$ cat config.mk
export PLATFORM = sky130hd
export DESIGN_NAME = nnrv_mem_arb
export DESIGN_NICKNAME = d
export VERILOG_FILES = /design/src/rtl/nnrv_pkg.sv /design/src/rtl/nnrv_arb_pick.sv /design/src/rtl/nnrv_mem_arb.sv
export SDC_FILE = /design/constraint.sdc
export NUM_CORES = 1
export LEC_CHECK = 0
export ABC_AREA = 1
export CORE_AREA = 2 2 209 211
export CTS_BUF_LIST = sky130_fd_sc_hd__clkbuf_4
export DETAILED_ROUTE_END_ITERATION = 8
export DIE_AREA = 0 0 211 213
export SLEW_MARGIN = 20
export SYNTH_ARGS = -nofsm -noshare
export SYNTH_HDL_FRONTEND = slang
export SYNTH_HIERARCHICAL = 1
export SYNTH_SLANG_ARGS = --single-unit
$ cat constraint.sdc
create_clock -name i_clk -period 3.3 [get_ports i_clk]
set_input_delay 0.66 -clock i_clk [delete_from_list [all_inputs] [get_ports i_clk]]
set_output_delay 0.66 -clock i_clk [all_outputs]
set_load 0.02 [all_outputs]
$ cat src/rtl/nnrv_pkg.sv
// Shared definitions for the NNRV memory arbiter: owner-tag encoding for
// routing read responses, the fetch starvation limit and the grant bit order.
package nnrv_pkg;

  typedef enum logic [1:0] {
    OWN_NONE = 2'd0,
    OWN_IF   = 2'd1,
    OWN_D    = 2'd2
  } own_t;

  // Fetch wins the next contention once it has been denied this many times.
  localparam logic [1:0] STARV_LIMIT = 2'd3;

  // Bit positions inside the one-hot grant vector.
  localparam int GNT_IF = 0;
  localparam int GNT_D  = 1;

endpackage

$ cat src/rtl/nnrv_arb_pick.sv
// Grant selection between the fetch and data requesters.
// Default build: data has priority unless the fetch starvation count has
// reached STARV_LIMIT. With NNRV_MEM_ARB_RR_EN defined, contention goes to
// whichever requester was not granted last.
module nnrv_arb_pick
  import nnrv_pkg::*;
(
  input  logic       i_req_if,
  input  logic       i_req_d,
`ifdef NNRV_MEM_ARB_RR_EN
  input  logic       i_last_d,
`else
  input  logic [1:0] i_starv_cnt,
`endif
  output logic [1:0] o_gnt
);

  logic fav_if;

  // Decide who wins a tie under the active policy.
  always_comb begin
`ifdef NNRV_MEM_ARB_RR_EN
    fav_if = i_last_d;
`else
    fav_if = (i_starv_cnt == STARV_LIMIT);
`endif
  end

  // One-hot grant: a lone requester always wins, ties go to the favoured one.
  always_comb begin
    o_gnt = 2'b00;
    if (i_req_if && i_req_d) begin
      if (fav_if) o_gnt[GNT_IF] = 1'b1;
      else        o_gnt[GNT_D]  = 1'b1;
    end else if (i_req_if) begin
      o_gnt[GNT_IF] = 1'b1;
    end else if (i_req_d) begin
      o_gnt[GNT_D] = 1'b1;
    end
  end

endmodule

$ cat src/rtl/nnrv_mem_arb.sv
// Single-port RAM arbiter between instruction fetch and data load/store.
// Grants are combinational and issue the RAM command in the same cycle; a
// registered owner tag routes the read data returned one cycle later.
// Optional macro NNRV_MEM_ARB_RR_EN selects round-robin arbitration instead
// of data-priority with a fetch starvation guard.
module nnrv_mem_arb
  import nnrv_pkg::*;
#(
  parameter int XLEN       = 64,
  parameter int MASK_WIDTH = 8
) (
  input  logic                  i_clk,
  input  logic                  i_rst_n,
  input  logic                  i_if_req,
  input  logic [XLEN-1:0]       i_if_addr,
  input  logic                  i_if_flush,
  output logic                  o_if_gnt,
  output logic                  o_if_rvalid,
  output logic [XLEN-1:0]       o_if_rdata,
  input  logic                  i_d_rd_en,
  input  logic                  i_d_wr_en,
  input  logic [XLEN-1:0]       i_d_addr,
  input  logic [MASK_WIDTH-1:0] i_d_mask,
  input  logic [XLEN-1:0]       i_d_wdata,
  output logic                  o_d_gnt,
  output logic                  o_d_rvalid,
  output logic [XLEN-1:0]       o_d_rdata,
  output logic                  o_ram_rd_en,
  output logic                  o_ram_wr_en,
  output logic [XLEN-1:0]       o_ram_addr,
  output logic [MASK_WIDTH-1:0] o_ram_mask,
  output logic [XLEN-1:0]       o_ram_wr_data,
  input  logic [XLEN-1:0]       i_ram_rd_data
);

  logic       req_if;
  logic       req_d;
  logic       d_is_wr;
  logic [1:0] pick_gnt;
  logic       gnt_if;
  logic       gnt_d;
  own_t       owner_nxt;
  own_t       owner_p1;

  // A flush kills the fetch request outright; read+write together is a write.
  assign req_if  = i_if_req & ~i_if_flush;
  assign req_d   = i_d_rd_en | i_d_wr_en;
  assign d_is_wr = i_d_wr_en;

`ifdef NNRV_MEM_ARB_RR_EN
  logic last_d_q;

  // Remember which requester got the most recent grant (reset = fetch).
  always_ff @(posedge i_clk or negedge i_rst_n) begin
    if (!i_rst_n)              last_d_q <= 1'b0;
    else if (gnt_if || gnt_d)  last_d_q <= gnt_d;
  end
`else
  logic [1:0] starv_cnt;

  // Count consecutive denied fetch cycles, saturating at the limit.
  always_ff @(posedge i_clk or negedge i_rst_n) begin
    if (!i_rst_n)                       starv_cnt <= 2'd0;
    else if (!i_if_req || gnt_if)       starv_cnt <= 2'd0;
    else if (starv_cnt != STARV_LIMIT)  starv_cnt <= starv_cnt + 2'd1;
  end
`endif

  nnrv_arb_pick u_pick (
    .i_req_if    (req_if),
    .i_req_d     (req_d),
`ifdef NNRV_MEM_ARB_RR_EN
    .i_last_d    (last_d_q),
`else
    .i_starv_cnt (starv_cnt),
`endif
    .o_gnt       (pick_gnt)
  );

  // Nothing is granted while reset is held.
  assign gnt_if   = pick_gnt[GNT_IF] & i_rst_n;
  assign gnt_d    = pick_gnt[GNT_D]  & i_rst_n;
  assign o_if_gnt = gnt_if;
  assign o_d_gnt  = gnt_d;

  // Steer the granted requester onto the RAM port; idle port is all zero.
  always_comb begin
    o_ram_rd_en   = 1'b0;
    o_ram_wr_en   = 1'b0;
    o_ram_addr    = '0;
    o_ram_mask    = '0;
    o_ram_wr_data = '0;
    if (gnt_if) begin
      o_ram_rd_en = 1'b1;
      o_ram_addr  = i_if_addr;
      o_ram_mask  = '1;
    end else if (gnt_d) begin
      o_ram_rd_en   = ~d_is_wr;
      o_ram_wr_en   = d_is_wr;
      o_ram_addr    = i_d_addr;
      o_ram_mask    = i_d_mask;
      o_ram_wr_data = i_d_wdata;
    end
  end

  // Tag the read issued this cycle so its data can be routed next cycle.
  always_comb begin
    owner_nxt = OWN_NONE;
    if (gnt_if)                owner_nxt = OWN_IF;
    else if (gnt_d && !d_is_wr) owner_nxt = OWN_D;
  end

  // ---- stage p1: response owner, aligned with i_ram_rd_data ----
  // Owner tag register; reset drops any outstanding response.
  always_ff @(posedge i_clk or negedge i_rst_n) begin
    if (!i_rst_n) owner_p1 <= OWN_NONE;
    else          owner_p1 <= owner_nxt;
  end

  // A flush in the response cycle discards the returning fetch data.
  assign o_if_rvalid = (owner_p1 == OWN_IF) & ~i_if_flush;
  assign o_d_rvalid  = (owner_p1 == OWN_D);
  assign o_if_rdata  = o_if_rvalid ? i_ram_rd_data : '0;
  assign o_d_rdata   = o_d_rvalid  ? i_ram_rd_data : '0;

endmodule

==> results.toml, run 1 <==
[sta]
rsz_0062_raised_after_global_routing = "no"
maxSlewViolCount = 0
hold_slack_final_ns = 0.435
final_cycle_utilization_of_the_critical_path_pct = 96.4
layout_setup_ws_ns = 0.118
max_slew_margin_pct = 60.1
tightest_slew_ns = 0.597
max_clock_freq_mhz = 314
fin_worst_skew_ns = 0.00137
min_period_ns = 3.18
final_number_of_hold_violating_endpoints = 0
finalSetupViolCount = 0

[place]
place_hpwl_mm = 20.9
portBuffers = 539
routabilityCongestion = 0.863
dp_slack_ns = -0.241

[synth]
synthTopCellsByArea = "sky130_fd_sc_hd__nand2_1 (31%), sky130_fd_sc_hd__nor2_1 (27%), sky130_fd_sc_hd__nand4_1 (15%)"
yosys_warnings = 6
syn_nets = 898
syn-instance-count = 627
synth.cell_area_sq_mm = 0.00272
synth_cell_type_count = 19
yosys.area.top_type_share_pct = 30.9
yosys_register_bits = 4
synth.yosys.seq_area_share_pct = 3.68
synth_area_leader_cell = "sky130_fd_sc_hd__nand2_1"
synth_area_per_cell_sq_um = 4.34

[routing]
number_of_vias_per_cell_after_detailed_routing = 3.49
drt_iter0_markers = 252
antenna_violating_nets_post_route = 0
drc_violations_left = 0
postRouteWirelength_mm = 24.1
vias = 5923
avgRoutedWirePerCell_microns = 14.2
firstDrtPassIters = 4

[grt]
largest_net_degree_at_the_start_of_global_routing = 69
grt_use_total_pct = 9.71
global_route.overflow_total = 0
grt_pass1_wl_mm = 33.5
first_global_vias = 5709
antenna_found_initial = 2

[setup_path]
worst_setup_path_end_kind = "output pin"
r2r_start = "starv_cnt[0]"
timing.critical_path.slowest_cell_delay_ns = 0.40
crit_path_start_kind = "input pin"
worstSetupEndpoint = "o_ram_wr_data[50]"
worstPathRequired_ns = 2.64
r2r_end = "starv_cnt[0]"
worstPathArrival_ns = 2.52
critical_path_buf_inv_count = 7
worst_r2r_path_depth = 6
cp_num_cells = 12
worstPathMaxFanout = 21
worst_path_max_delay_cell = "sky130_fd_sc_hd__clkdlybuf4s50_1"
timing.critical_path.mode_cell = "sky130_fd_sc_hd__nand2_1"
setup.reg_to_reg.worst_slack_ns = 2.03
cell_breakdown_of_the_critical_path = "clkdlybuf4s50_1 > or2_2 > inv_1 > nand2_1 > nand2_1 > buf_4 > inv_4 > buf_12 > buf_12 > nand2_1 > nor2_1 > dlygate4sd2_1"
critical_path.startpoint = "i_d_rd_en"
path_delay_family = "buffers and inverters"
setup.worst_path.class = "input pin to output pin"

[pwr]
p_leak_uw = 0.00428
max-vdd-ir-drop_v = 0.0000536
cellPowerDensity_mw_per_mm2 = 149

[floorplanning]
placeableCoreArea_sq_mm = 0.0427
dieHeight_microns = 213
die_area_sq_mm = 0.0449
std_cell_rows = 76
io_pins = 540
die_x_microns = 211
starting_density_pct = 6.37

[cells_and_area]
share_of_post_route_cells_with_drive_strength_above_1_pct = 13.3
nFillCells = 4865
area_delta_synth_final_pct = 219
design.final.nets = 1423
layout.cells.most_common = "sky130_fd_sc_hd__clkdlybuf4s50_1"
layout_common_cells = "sky130_fd_sc_hd__clkdlybuf4s50_1 (380), sky130_fd_sc_hd__nand2_1 (221), sky130_fd_sc_hd__nor2_1 (193), sky130_fd_sc_hd__clkbuf_2 (75), sky130_fd_sc_hd__inv_1 (73)"

[clocking]
tritoncts = "built"
cts_made_buffers = 3
tritoncts_num_sinks = 4
cts_max_level = 1
cts_hold_buffers = 0
cts.path.max_buffers = 2
post_cts_buffers = 0
worstSkewPairLatency_ns = 0.23
root_buffer = "sky130_fd_sc_hd__clkbuf_4"
cts.reportedPaths.clkPinSlew_ns = 0.04

[outcome]
status = "complete, no violations"

[job]
timing.max_cap.violations = 0

[hold_path]
hold_path.class = "input pin to asynchronous set/reset pin"
## routing by layer
metal	vias to the layer above	track usage, %	share of wire (%)
li1	2940	-	-
met1	2590	11.0	37
met3	26	2.22	9.1
met5	-	0	0.054
met2	365	18.5	52
met4	2	1.94	1.6
## through the flow
stage               utilization [%]  power [uW]  setup TNS [ns]  area [sq um]  cells
floorplan                         -         541               0          2720    627
global placement               21.1        1330          -20.69          9020   1693
detailed placement             21.1        1330          -17.22          9020   1693
CTS                            20.8        1310               0          8890   1696
global route                   20.3        1380               0          8660   1697
finish                         20.3        1290               0          8670   1698
## power breakdown
group	switching [uW]	leakage, uW	internal, uW
Sequential	5.09	0.0000527	54.4
Combinational	583	0.00421	586
Clock	17.9	0.0000138	40.5
Total	606	0.00428	681
## cells in the mapped netlist
master	count
sky130_fd_sc_hd__buf_6	3
sky130_fd_sc_hd__clkinv_1	1
sky130_fd_sc_hd__clkbuf_1	3
sky130_fd_sc_hd__nand3b_1	1
sky130_fd_sc_hd__nand4_1	64
sky130_fd_sc_hd__dfrtp_1	4
sky130_fd_sc_hd__buf_4	7
sky130_fd_sc_hd__a21oi_1	1
sky130_fd_sc_hd__buf_2	41
sky130_fd_sc_hd__buf_1	3
sky130_fd_sc_hd__nand3_1	1
sky130_fd_sc_hd__nor2_1	195
sky130_fd_sc_hd__o21ai_0	1
sky130_fd_sc_hd__nand2_1	224
sky130_fd_sc_hd__ha_1	1
sky130_fd_sc_hd__inv_1	74
sky130_fd_sc_hd__nor3_1	1
sky130_fd_sc_hd__inv_2	1
sky130_fd_sc_hd__or2_2	1
## state kept, by name, summed over array words and instances, names as in the netlist
| register | cells |
|---|---|
| starv_cnt | 2 |
| owner_p1 | 2 |
## how the worst min path moves through the flow
stage,from,end,slack [ns],cells past startpoint
after floorplan,i_rst_n,owner_p1[0],0.36,0
after CTS,i_rst_n,starv_cnt[0],0.47,2
after detailed placement,starv_cnt[1],starv_cnt[1],0.57,2
after global routing,i_rst_n,starv_cnt[0],0.48,2
after global placement,starv_cnt[1],starv_cnt[1],0.56,2
final,i_rst_n,starv_cnt[0],0.44,2
## layout make-up
cell class | instances | area [sq um] | share of cell area (%)
clock buffers | 3 | 22.5 | 0.260
repair buffers | 577 | 5530 | 63.8
diodes | 2 | 5.00 | 0.0578
flip-flops and latches | 4 | 100 | 1.16
well taps | 546 | 683 | 7.88
inverters | 76 | 288 | 3.32
multi-input cells | 490 | 2040 | 23.5
## what timing repair did
item                                    CTS  global route
gates cloned                              0             0
resized for setup                       132           187
pin swaps                                 0             0
endpoints found under the hold margin     0             0
endpoints found under the setup margin  130           110
## cell families after synthesis
group           after synthesis  synth area share (%)
compound gates                2                 0.368
fa+ha+maj                     1                 0.460
buf+inv                     133                  22.0
flops                         4                  3.68
simple gates                487                  73.4
No activity file was read; power rests on OpenSTA's default activity.
==> run 2, diff against run 1 <==
SETUP_SLACK_MARGIN = 0.4   (was default)
==> run 2 against run 1 <==
Clock power is essentially flat. Register-to-register slack gained 0.04 ns. Via count grew 1.1%. Die area is the same. Sequential share of layout area is essentially flat. Cell count grew 0.47%. Routed wire length grew 4.6%. Non-clock buffer count grew 9. Fmax grew 10%. First-iteration DRC count shrank 14%. Setup slack gained 0.30 ns. Clock skew is essentially flat.
==> results.toml, run 2 (synthesis results as in run 1) <==
[outcome]
status = "complete, no violations"

[grt]
first_global_vias = 5809
grt_pass1_wl_mm = 34.5
antenna_found_initial = 2
global_route.overflow_total = 0
largest_net_degree_at_the_start_of_global_routing = 69
grt_use_total_pct = 10.1

[setup_path]
crit_path_start_kind = "input pin"
timing.critical_path.mode_cell = "sky130_fd_sc_hd__nand2_1"
worstPathArrival_ns = 2.22
worst_setup_path_end_kind = "output pin"
setup.reg_to_reg.worst_slack_ns = 2.07
cell_breakdown_of_the_critical_path = "dlygate4sd2_1 > or2_4 > nand2_1 > nand2_2 > nand2_2 > clkinv_1 > buf_4 > nand2_1 > nand2_1 > dlygate4sd2_1"
timing.critical_path.slowest_cell_delay_ns = 0.33
r2r_start = "starv_cnt[0]"
worst_path_max_delay_cell = "sky130_fd_sc_hd__dlygate4sd2_1"
worst_r2r_path_depth = 6
worstPathMaxFanout = 9
worstPathRequired_ns = 2.64
r2r_end = "owner_p1[1]"
setup.worst_path.class = "input pin to output pin"

[sta]
fin_worst_skew_ns = 0.00182
finalSetupViolCount = 0
final_number_of_hold_violating_endpoints = 0
layout_setup_ws_ns = 0.417
final_cycle_utilization_of_the_critical_path_pct = 87.4
rsz_0062_raised_after_global_routing = "yes"
max_clock_freq_mhz = 347
tightest_slew_ns = 0.450
maxSlewViolCount = 0
hold_slack_final_ns = 0.482
max_slew_margin_pct = 69.9
min_period_ns = 2.88

[routing]
firstDrtPassIters = 4
antenna_violating_nets_post_route = 0
vias = 5991
avgRoutedWirePerCell_microns = 14.8
drc_violations_left = 0
drt_iter0_markers = 216
postRouteWirelength_mm = 25.2
number_of_vias_per_cell_after_detailed_routing = 3.51

[pwr]
p_leak_uw = 0.00447
cellPowerDensity_mw_per_mm2 = 149
max-vdd-ir-drop_v = 0.0000571

[cells_and_area]
area_delta_synth_final_pct = 229
layout_top_registers = "owner_p1: 2 flops, starv_cnt: 2 flops"
sequential_cell_area_sq_um = 100
stdcell_area_sq_mm = 0.00895
layout_common_cells = "sky130_fd_sc_hd__clkdlybuf4s50_1 (374), sky130_fd_sc_hd__nand2_1 (216), sky130_fd_sc_hd__nor2_1 (193), sky130_fd_sc_hd__inv_1 (72), sky130_fd_sc_hd__nand4_1 (64)"
layout.cells.most_common = "sky130_fd_sc_hd__clkdlybuf4s50_1"
design.final.nets = 1432
nFillCells = 4847
share_of_post_route_cells_with_drive_strength_above_1_pct = 16.9
multi_input_comb_area_sq_mm = 0.00208

[floorplanning]
std_cell_rows = 76
starting_density_pct = 6.37
placeableCoreArea_sq_mm = 0.0427
io_pins = 540
die_x_microns = 211
die_area_sq_mm = 0.0449
dieHeight_microns = 213

[place]
portBuffers = 539
place_hpwl_mm = 20.9
routabilityCongestion = 0.863
dp_slack_ns = -0.241
dpl_cell_area_sq_mm = 0.00902

[hold_path]
hold_path.class = "input pin to asynchronous set/reset pin"

[clocking]
worstSkewPairLatency_ns = 0.23
cts.reportedPaths.clkPinSlew_ns = 0.04
cts_max_level = 1
tritoncts_num_sinks = 4
root_buffer = "sky130_fd_sc_hd__clkbuf_4"
cts.path.max_buffers = 2
tritoncts = "built"
cts_hold_buffers = 0
cts_made_buffers = 3

[job]
timing.max_cap.violations = 0
-- run 2: layout make-up --
type / instances / area share [%]
clock buffer: 3 / 0.252
multi-input combinational: 490 / 23.2
tap: 546 / 7.63
antenna: 1 / 0.0280
inverter: 76 / 3.30
timing repair buffer: 586 / 64.5
sequential: 4 / 1.12
-- run 2: worst max-delay path, delay by kind of cell --
family        cells  cell delay, ns
simple gates      6            0.75
buf+inv           4            0.80
-- run 2: how the worst max path moves through the flow --
stage / end / startpoint / slack [ns] / cells after the start
2_1_floorplan: o_ram_addr[10] / i_d_rd_en / 0.89 / 10
4_1_cts: o_ram_addr[54] / i_if_req / 0.37 / 11
5_1_grt: o_ram_addr[1] / i_if_req / 0.34 / 11
6_report: o_ram_mask[4] / i_d_rd_en / 0.42 / 10
3_3_place_gp: o_ram_addr[4] / i_d_wr_en / -0.26 / 12
3_5_place_dp: o_ram_addr[52] / i_d_rd_en / -0.24 / 11
-- run 2: stage by stage --
stage          TNS (ns)  total power, uW  cells  utilization (%)
2_1_floorplan         0              541    627                -
4_1_cts               0             1350   1704             21.3
5_1_grt               0             1420   1706             21.0
3_3_place_gp     -20.69             1330   1693             21.1
3_5_place_dp     -17.22             1330   1693             21.1
6_report              0             1330   1706             21.0
-- run 2: metal layers --
layer | routed length [microns] | track usage (%) | vias up
met1 | 9700 | 11.4 | 2654
li1 | - | - | 2955
met3 | 2120 | 2.19 | 26
met4 | 359 | 2.04 | 2
met5 | 13 | 0 | -
met2 | 13000 | 19.2 | 354
-- run 2: what timing repair did --
| action | in CTS | in global routing |
|---|---|---|
| resized for setup | 335 | 78 |
| endpoints found under the setup margin | 184 | 122 |
| gates cloned | 6 | 1 |
| hold endpoints to repair | 0 | 0 |
| pin swaps | 5 | 1 |
| setup buffers | 2 | 0 |
-- run 2: power by group --
| group | internal [uW] | switching [uW] | leakage, uW |
|---|---|---|---|
| Clock | 40.5 | 17.7 | 0.0000138 |
| Sequential | 54.4 | 5.88 | 0.0000527 |
| Combinational | 618 | 596 | 0.00441 |
